**config.mk**
```make
export PLATFORM = sky130hd
export DESIGN_NAME = unidade_controle_jogo_flat
export DESIGN_NICKNAME = d
export VERILOG_FILES = /design/src/rtl/unidade_controle_jogo_pkg.sv /design/src/rtl/unidade_controle_jogo_if.sv /design/src/rtl/unidade_controle_jogo_contador_timeout.sv /design/src/rtl/unidade_controle_jogo.sv /design/src/flat_wrapper.sv
export SDC_FILE = /design/constraint.sdc
export NUM_CORES = 1
export LEC_CHECK = 0
export ABC_CLOCK_PERIOD_IN_PS = 3290
export CORE_MARGIN = 2
export CORE_UTILIZATION = 58
export DETAILED_ROUTE_END_ITERATION = 10
export PLACE_DENSITY = 0.84
export SYNTH_ARGS = -nofsm -noshare
export SYNTH_HDL_FRONTEND = slang
export SYNTH_SLANG_ARGS = --single-unit
```
**constraint.sdc**
```tcl
create_clock -name clock -period 3.29 [get_ports clock]
set_clock_uncertainty 0.2 [all_clocks]
set_input_delay 0.329 -clock clock [delete_from_list [all_inputs] [get_ports clock]]
set_output_delay 0.329 -clock clock [all_outputs]
set_load 0.02 [all_outputs]
```
**src/rtl/unidade_controle_jogo_pkg.sv**
```systemverilog
// Shared state codes and timeout defaults for the memory-game control unit.
// The state codes double as the debug display values.
package unidade_controle_jogo_pkg;

   localparam int unsigned TIMEOUT_CICLOS_PADRAO = 3000;
   localparam int unsigned LARGURA_T_PADRAO      = 12;

   typedef enum logic [3:0] {
      INICIAL      = 4'b0000,
      PREPARACAO   = 4'b0001,
      ESPERA_JOGADA = 4'b0010,
      REGISTRA     = 4'b0100,
      COMPARACAO   = 4'b0101,
      PROXIMO      = 4'b0110,
      FIM_ACERTOU  = 4'b1010,
      FIM_ERROU    = 4'b1110,
      FIM_TIMEOUT  = 4'b1101
   } estado_t;

   function automatic logic estado_final(input estado_t e);
      return (e == FIM_ACERTOU) || (e == FIM_ERROU) || (e == FIM_TIMEOUT);
   endfunction

endpackage

```
**src/rtl/unidade_controle_jogo_if.sv**
```systemverilog
// Control-unit <-> datapath/top signals; slave is the control unit, master drives its inputs.
interface unidade_controle_jogo_if;
   logic       iniciar;
   logic       jogada;
   logic       igual;
   logic       fimC;
   logic       zeraC;
   logic       contaC;
   logic       zeraR;
   logic       registraR;
   logic       acertou;
   logic       errou;
   logic       pronto;
   logic       db_timeout;
   logic       db_meio;
   logic [3:0] db_estado;

   modport master (
      output iniciar, jogada, igual, fimC,
      input  zeraC, contaC, zeraR, registraR, acertou, errou, pronto,
             db_timeout, db_meio, db_estado
   );

   modport slave (
      input  iniciar, jogada, igual, fimC,
      output zeraC, contaC, zeraR, registraR, acertou, errou, pronto,
             db_timeout, db_meio, db_estado
   );
endinterface

```
**src/rtl/unidade_controle_jogo_contador_timeout.sv**
```systemverilog
// Inactivity counter: clears on zera_i, counts on conta_i, saturates at CICLOS-1 (fim_o).
// meio_o flags that at least half of the budget has elapsed.
module contador_timeout #(
   parameter int unsigned CICLOS  = 3000,
   parameter int unsigned LARGURA = 12
) (
   input  logic clock,
   input  logic reset,
   input  logic zera_i,
   input  logic conta_i,
   output logic fim_o,
   output logic meio_o
);

   localparam logic [LARGURA-1:0] ULTIMO = LARGURA'(CICLOS - 1);
   localparam logic [LARGURA-1:0] METADE = LARGURA'(CICLOS / 2);

   logic [LARGURA-1:0] contagem_q;
   logic [LARGURA-1:0] contagem_d;

   assign fim_o  = (contagem_q == ULTIMO);
   assign meio_o = (contagem_q >= METADE);

   always_comb begin
      contagem_d = contagem_q;
      if (zera_i) begin
         contagem_d = '0;
      end else if (conta_i && !fim_o) begin
         contagem_d = contagem_q + 1'b1;
      end
   end

   always_ff @(posedge clock or posedge reset) begin
      if (reset) begin
         contagem_q <= '0;
      end else begin
         contagem_q <= contagem_d;
      end
   end

endmodule

```
**src/rtl/unidade_controle_jogo.sv**
```systemverilog
// Moore control unit for the memory game: sequences datapath enables and round result.
// Outputs are registered alongside the state, so they depend on no input combinationally.
module unidade_controle_jogo
   import unidade_controle_jogo_pkg::*;
#(
   parameter int unsigned TIMEOUT_CICLOS = TIMEOUT_CICLOS_PADRAO,
   parameter int unsigned LARGURA_T      = LARGURA_T_PADRAO
) (
   input  logic                    clock,
   input  logic                    reset,
   unidade_controle_jogo_if.slave  jogo
);

   estado_t estado_q;
   estado_t estado_d;

   logic zerac_q, contac_q, zerar_q, registrar_q;
   logic acertou_q, errou_q, pronto_q, timeout_q;
   logic tmo_fim, tmo_meio;

   contador_timeout #(
      .CICLOS  (TIMEOUT_CICLOS),
      .LARGURA (LARGURA_T)
   ) u_contador_timeout (
      .clock   (clock),
      .reset   (reset),
      .zera_i  ((estado_q == PREPARACAO) || (estado_q == PROXIMO)),
      .conta_i (estado_q == ESPERA_JOGADA),
      .fim_o   (tmo_fim),
      .meio_o  (tmo_meio)
   );

   always_comb begin
      estado_d = estado_q;
      case (estado_q)
         INICIAL:       if (jogo.iniciar) estado_d = PREPARACAO;
         PREPARACAO:    estado_d = ESPERA_JOGADA;
         // A play landing on the last allowed cycle still counts.
         ESPERA_JOGADA: begin
            if (jogo.jogada)  estado_d = REGISTRA;
            else if (tmo_fim) estado_d = FIM_TIMEOUT;
         end
         REGISTRA:      estado_d = COMPARACAO;
         COMPARACAO: begin
            if (!jogo.igual)    estado_d = FIM_ERROU;
            else if (jogo.fimC) estado_d = FIM_ACERTOU;
            else                estado_d = PROXIMO;
         end
         PROXIMO:       estado_d = ESPERA_JOGADA;
         FIM_ACERTOU, FIM_ERROU, FIM_TIMEOUT: if (jogo.iniciar) estado_d = PREPARACAO;
         default:       estado_d = INICIAL;
      endcase
   end

   // Outputs are decoded from the next state so they line up with estado_q.
   always_ff @(posedge clock or posedge reset) begin
      if (reset) begin
         estado_q    <= INICIAL;
         zerac_q     <= 1'b0;
         contac_q    <= 1'b0;
         zerar_q     <= 1'b0;
         registrar_q <= 1'b0;
         acertou_q   <= 1'b0;
         errou_q     <= 1'b0;
         pronto_q    <= 1'b0;
         timeout_q   <= 1'b0;
      end else begin
         estado_q    <= estado_d;
         zerac_q     <= (estado_d == PREPARACAO);
         contac_q    <= (estado_d == PROXIMO);
         zerar_q     <= (estado_d == PREPARACAO);
         registrar_q <= (estado_d == REGISTRA);
         acertou_q   <= (estado_d == FIM_ACERTOU);
         errou_q     <= (estado_d == FIM_ERROU) || (estado_d == FIM_TIMEOUT);
         pronto_q    <= estado_final(estado_d);
         timeout_q   <= (estado_d == FIM_TIMEOUT);
      end
   end

   assign jogo.zeraC      = zerac_q;
   assign jogo.contaC     = contac_q;
   assign jogo.zeraR      = zerar_q;
   assign jogo.registraR  = registrar_q;
   assign jogo.acertou    = acertou_q;
   assign jogo.errou      = errou_q;
   assign jogo.pronto     = pronto_q;
   assign jogo.db_timeout = timeout_q;
   assign jogo.db_meio    = (estado_q == ESPERA_JOGADA) && tmo_meio;
   assign jogo.db_estado  = estado_q;

endmodule

```
**src/flat_wrapper.sv**
```systemverilog
// flat-port wrapper written by rule: the top's interface ports become plain ports
module unidade_controle_jogo_flat import unidade_controle_jogo_pkg::*;
#(
   parameter int unsigned TIMEOUT_CICLOS = TIMEOUT_CICLOS_PADRAO,
   parameter int unsigned LARGURA_T      = LARGURA_T_PADRAO
)
  (clock, reset, jogo_iniciar, jogo_jogada, jogo_igual, jogo_fimC, jogo_zeraC, jogo_contaC, jogo_zeraR, jogo_registraR, jogo_acertou, jogo_errou, jogo_pronto, jogo_db_timeout, jogo_db_meio, jogo_db_estado);
  unidade_controle_jogo_if jogo_i ();
  input  logic clock;
  input  logic reset;
  input wire logic [$bits(jogo_i.iniciar)-1:0] jogo_iniciar;
  input wire logic [$bits(jogo_i.jogada)-1:0] jogo_jogada;
  input wire logic [$bits(jogo_i.igual)-1:0] jogo_igual;
  input wire logic [$bits(jogo_i.fimC)-1:0] jogo_fimC;
  output wire logic [$bits(jogo_i.zeraC)-1:0] jogo_zeraC;
  output wire logic [$bits(jogo_i.contaC)-1:0] jogo_contaC;
  output wire logic [$bits(jogo_i.zeraR)-1:0] jogo_zeraR;
  output wire logic [$bits(jogo_i.registraR)-1:0] jogo_registraR;
  output wire logic [$bits(jogo_i.acertou)-1:0] jogo_acertou;
  output wire logic [$bits(jogo_i.errou)-1:0] jogo_errou;
  output wire logic [$bits(jogo_i.pronto)-1:0] jogo_pronto;
  output wire logic [$bits(jogo_i.db_timeout)-1:0] jogo_db_timeout;
  output wire logic [$bits(jogo_i.db_meio)-1:0] jogo_db_meio;
  output wire logic [$bits(jogo_i.db_estado)-1:0] jogo_db_estado;
  assign jogo_i.iniciar = jogo_iniciar;
  assign jogo_i.jogada = jogo_jogada;
  assign jogo_i.igual = jogo_igual;
  assign jogo_i.fimC = jogo_fimC;
  assign jogo_zeraC = jogo_i.zeraC;
  assign jogo_contaC = jogo_i.contaC;
  assign jogo_zeraR = jogo_i.zeraR;
  assign jogo_registraR = jogo_i.registraR;
  assign jogo_acertou = jogo_i.acertou;
  assign jogo_errou = jogo_i.errou;
  assign jogo_pronto = jogo_i.pronto;
  assign jogo_db_timeout = jogo_i.db_timeout;
  assign jogo_db_meio = jogo_i.db_meio;
  assign jogo_db_estado = jogo_i.db_estado;
  unidade_controle_jogo #(.TIMEOUT_CICLOS(TIMEOUT_CICLOS), .LARGURA_T(LARGURA_T)) u_core (.clock(clock), .reset(reset), .jogo(jogo_i));
endmodule
```
==> key figures <==
Worst setup path
  – Logic depth of the worst setup path including buffers: 3
  – R2r worst-path depth: 5
  – Type of element capturing the critical path: output port
  – Max stage delay cell, worst path: or4b_4
  – Startpoint of the lowest-slack register-to-register path: u_core.jogo.db_estado[3]
  – Worst-path cell chain: or4b_4 -> nor2_1 -> clkdlybuf4s50_1
  – Data required time at the worst endpoint: 2760 ps
  – Worst Path Class, Setup: reg2out
  – Critical Path Max Stage Delay: 620 ps
  – Startpoint types: register
  – Flop-to-flop setup slack: 970 ps
  – Buffer and inverter count on the worst path: 1
  – Worst-path fanout max: 17
  – RR Endpoint: u_core.jogo.acertou
  – Dominant delay contributor by cell family on the critical path: simple AND/OR/NAND/NOR gates
  – Data arrival, critical path: 2280 ps

Synth
  – Sequential cell area fraction in the yosys report: 0.419
  – Synth Area in Compound Gates: 0.155
  – Post-synthesis simple-gate area fraction: 0.274
  – Dominant combinational cell family by area after synthesis: simple AND/OR/NAND/NOR gates
  – Share of flip-flops with an asynchronous set or reset: 1.00
  – Commonest cells in the synthesized netlist: dfrtp_1, nand2_1, nor2_1
  – Syn_nets: 145
  – Prevailing post-synth register cell: dfrtp_1
  – Number of synthesized register bits: 23
  – Xor-xnor portion of the synthesized cell area: 0.0510
  – Yosys synthesis warning count: 0
  – Biggest area consumer among synthesized cells: dfrtp_1
  – Syn_area_per_cell: 10.0 um^2
  – Number of enable flip-flop cells after synthesis: 0
  – Count of unique library cells instantiated by Yosys: 51
  – Area of the mapped netlist: 1370 um^2
  – Synth top area share: 0.419
  – Multiplexer fraction of the synthesized cell area: 0.0301
  – Synth top area cells: dfrtp_1, xor2_1, nand2_1
  – Most instantiated library cell after synthesis: dfrtp_1
  – Gate Count Post-Synth: 137
  – Arithmetic-cell share of the synthesized area counting full adders, half adders and majority gates: 0.0182

CTS
  – Total of cells resized after clock tree synthesis: 0
  – Skew-Pair Late Insertion Delay: 320 ps
  – Buffers from clock root to sink, at most: 2
  – Hold-fix buffers, CTS: 0
  – Post-CTS Repair Setup Buffers: 0
  – Clock tree root buffer cell: clkbuf_4
  – Clock tree from TritonCTS: yes
  – Clock input transition at the sequential cells of the worst setup and hold paths: 120 ps
  – Number of CTS-inserted buffers: 3
  – # clock sinks: 23
  – Level count of the clock H-tree: 1

Global route
  – Maximum number of pins on one net before global-route repair: 24
  – GR Overflow Total: 0
  – Total track usage: 0.227
  – Wire length of the first global-routing pass: 4.55 mm
  – Vias in the first global route: 982
  – Antenna violations before repair: 0

Timing
  – Relative max-transition margin: 0.438
  – Share of the clock period used by the worst path after layout: 0.853
  – Total Neg Setup Slack: 0 ps
  – RSZ-0062 raised after global routing: false
  – Time the worst path needs with I/O delays and setup: 2810 ps
  – Final slew viol count: 0
  – Maximum clock frequency: 356 MHz
  – Final setup violation count: 0
  – Actual transition at the worst max-transition pin: 843 ps
  – Hold violation count in the final report: 0
  – Setup slack of the critical path after layout: 484 ps

Place
  – HPWL reported at the end of detailed placement: 2.02 mm
  – Post-placement setup slack: 855 ps
  – Global placement routability congestion: 0.810
  – Buffers on Ports: 18

Layout
  – Final net count: 161
  – Synthesis-to-finish area growth: 14.2%
  – Layout cells sized above 1: 0.0855
  – Layout fillers: 172
  – Total inserted antenna cells: 0

Routing
  – Total Wirelength: 2.69 mm
  – Vias per Instance: 6.04
  – DR DRC count: 0
  – Antenna viol nets, final: 0
  – WL/cell: 14.9 um
  – Total number of vias: 1,087
  – Number of DRC markers in iteration 0: 20
  – Drt first pass iters: 4

Floorplanning
  – Ports: 19
  – Placement Rows: 17
  – Core area: 2230 um^2
  – Die area: 2770 um^2
  – Overall die width: 52.7 um
  – Effective utilization at floorplan: 0.615
  – Height of the chip: 52.7 um

Job
  – # Max-Cap Violations: 0

Power and ir drop
  – Leakage power of the design: 0.713 nW
  – Total power per unit cell area: 608 nW/um^2
  – Worst-case vdd ir drop: 0.566 mV

Hold path
  – Path class of the lowest-slack min-delay path: in2async

Run status
  – Outcome: finished, final reports clean
-- placed cells by master (no fill, tap or decap), types with 3 or more instances in the layout --
cell              n
nand3_1           3
clkbuf_4          3
nand2b_1          3
nor2_1            8
inv_1             7
and2_1            5
nand2_1          13
and3_1            3
o211ai_1          3
xor2_1            6
a21oi_1           5
and4_1            3
dfrtp_1          23
mux2i_1           3
clkdlybuf4s50_1  18
nand4_1           3
-- sequential cells by signal, indices dropped and copies added (netlist names) --
name                                  flops
u_core.jogo.zeraC                         1
u_core.jogo.db_estado                     4
u_core.jogo.pronto                        1
u_core.jogo.errou                         1
u_core.jogo.registraR                     1
u_core.jogo.contaC                        1
u_core.jogo.acertou                       1
u_core.jogo.db_timeout                    1
u_core.u_contador_timeout.contagem_q     12
-- cell type report --
cell class,count,area (um^2),area share
clock buffer,4,26.3,0.0167
inverter,7,26.3,0.0167
tap,28,35.0,0.0223
timing repair buffer,18,180,0.115
multi-input combinational,100,726,0.463
sequential,23,576,0.367
-- metal layers --
metal | routed length, um | global-route usage | vias up
li1 | - | - | 527
met1 | 1230 | 0.310 | 530
met2 | 1300 | 0.356 | 25
met3 | 114 | 0.0286 | 5
met4 | 48 | 0.103 | 0
met5 | 0 | 0 | -
-- logic make-up after synthesis --
kind of cell    after synthesis
compound gates               29
xor+xnor                      8
fa+ha+maj                     2
buf+inv                      14
flops                        23
mux                           4
simple gates                 57
-- where the power goes --
part           leakage, nW  switching [mW]  internal (mW)  total [mW]
clock               0.0150          0.0853         0.0475       0.133
combinational        0.384           0.217          0.196       0.412
sequential           0.314          0.0812          0.327       0.408
-- worst max path at each step --
stage	start	to	slack, ps
finish	u_core.jogo.db_estado[3]	jogo_db_meio	480
global route	u_core.jogo.db_estado[3]	jogo_db_meio	380
CTS	u_core.jogo.db_estado[3]	jogo_db_meio	480
detailed placement	u_core.jogo.db_estado[3]	jogo_db_meio	860
global placement	u_core.jogo.db_estado[3]	jogo_db_meio	880
floorplan	u_core.jogo.db_estado[2]	u_core.jogo.contaC	1240
-- stage by stage --
stage	instance area (um^2)	hold WS, ps	total power, mW	util	cells
3_5_place_dp	1540	348	0.824	0.691	176
5_1_grt	1570	345	1.02	0.703	180
4_1_cts	1570	297	0.962	0.703	180
3_3_place_gp	1540	321	0.809	0.691	176
2_1_floorplan	1370	131	0.702	-	137
6_report	1570	263	0.954	0.703	180
(Power assumes the default switching activity.)
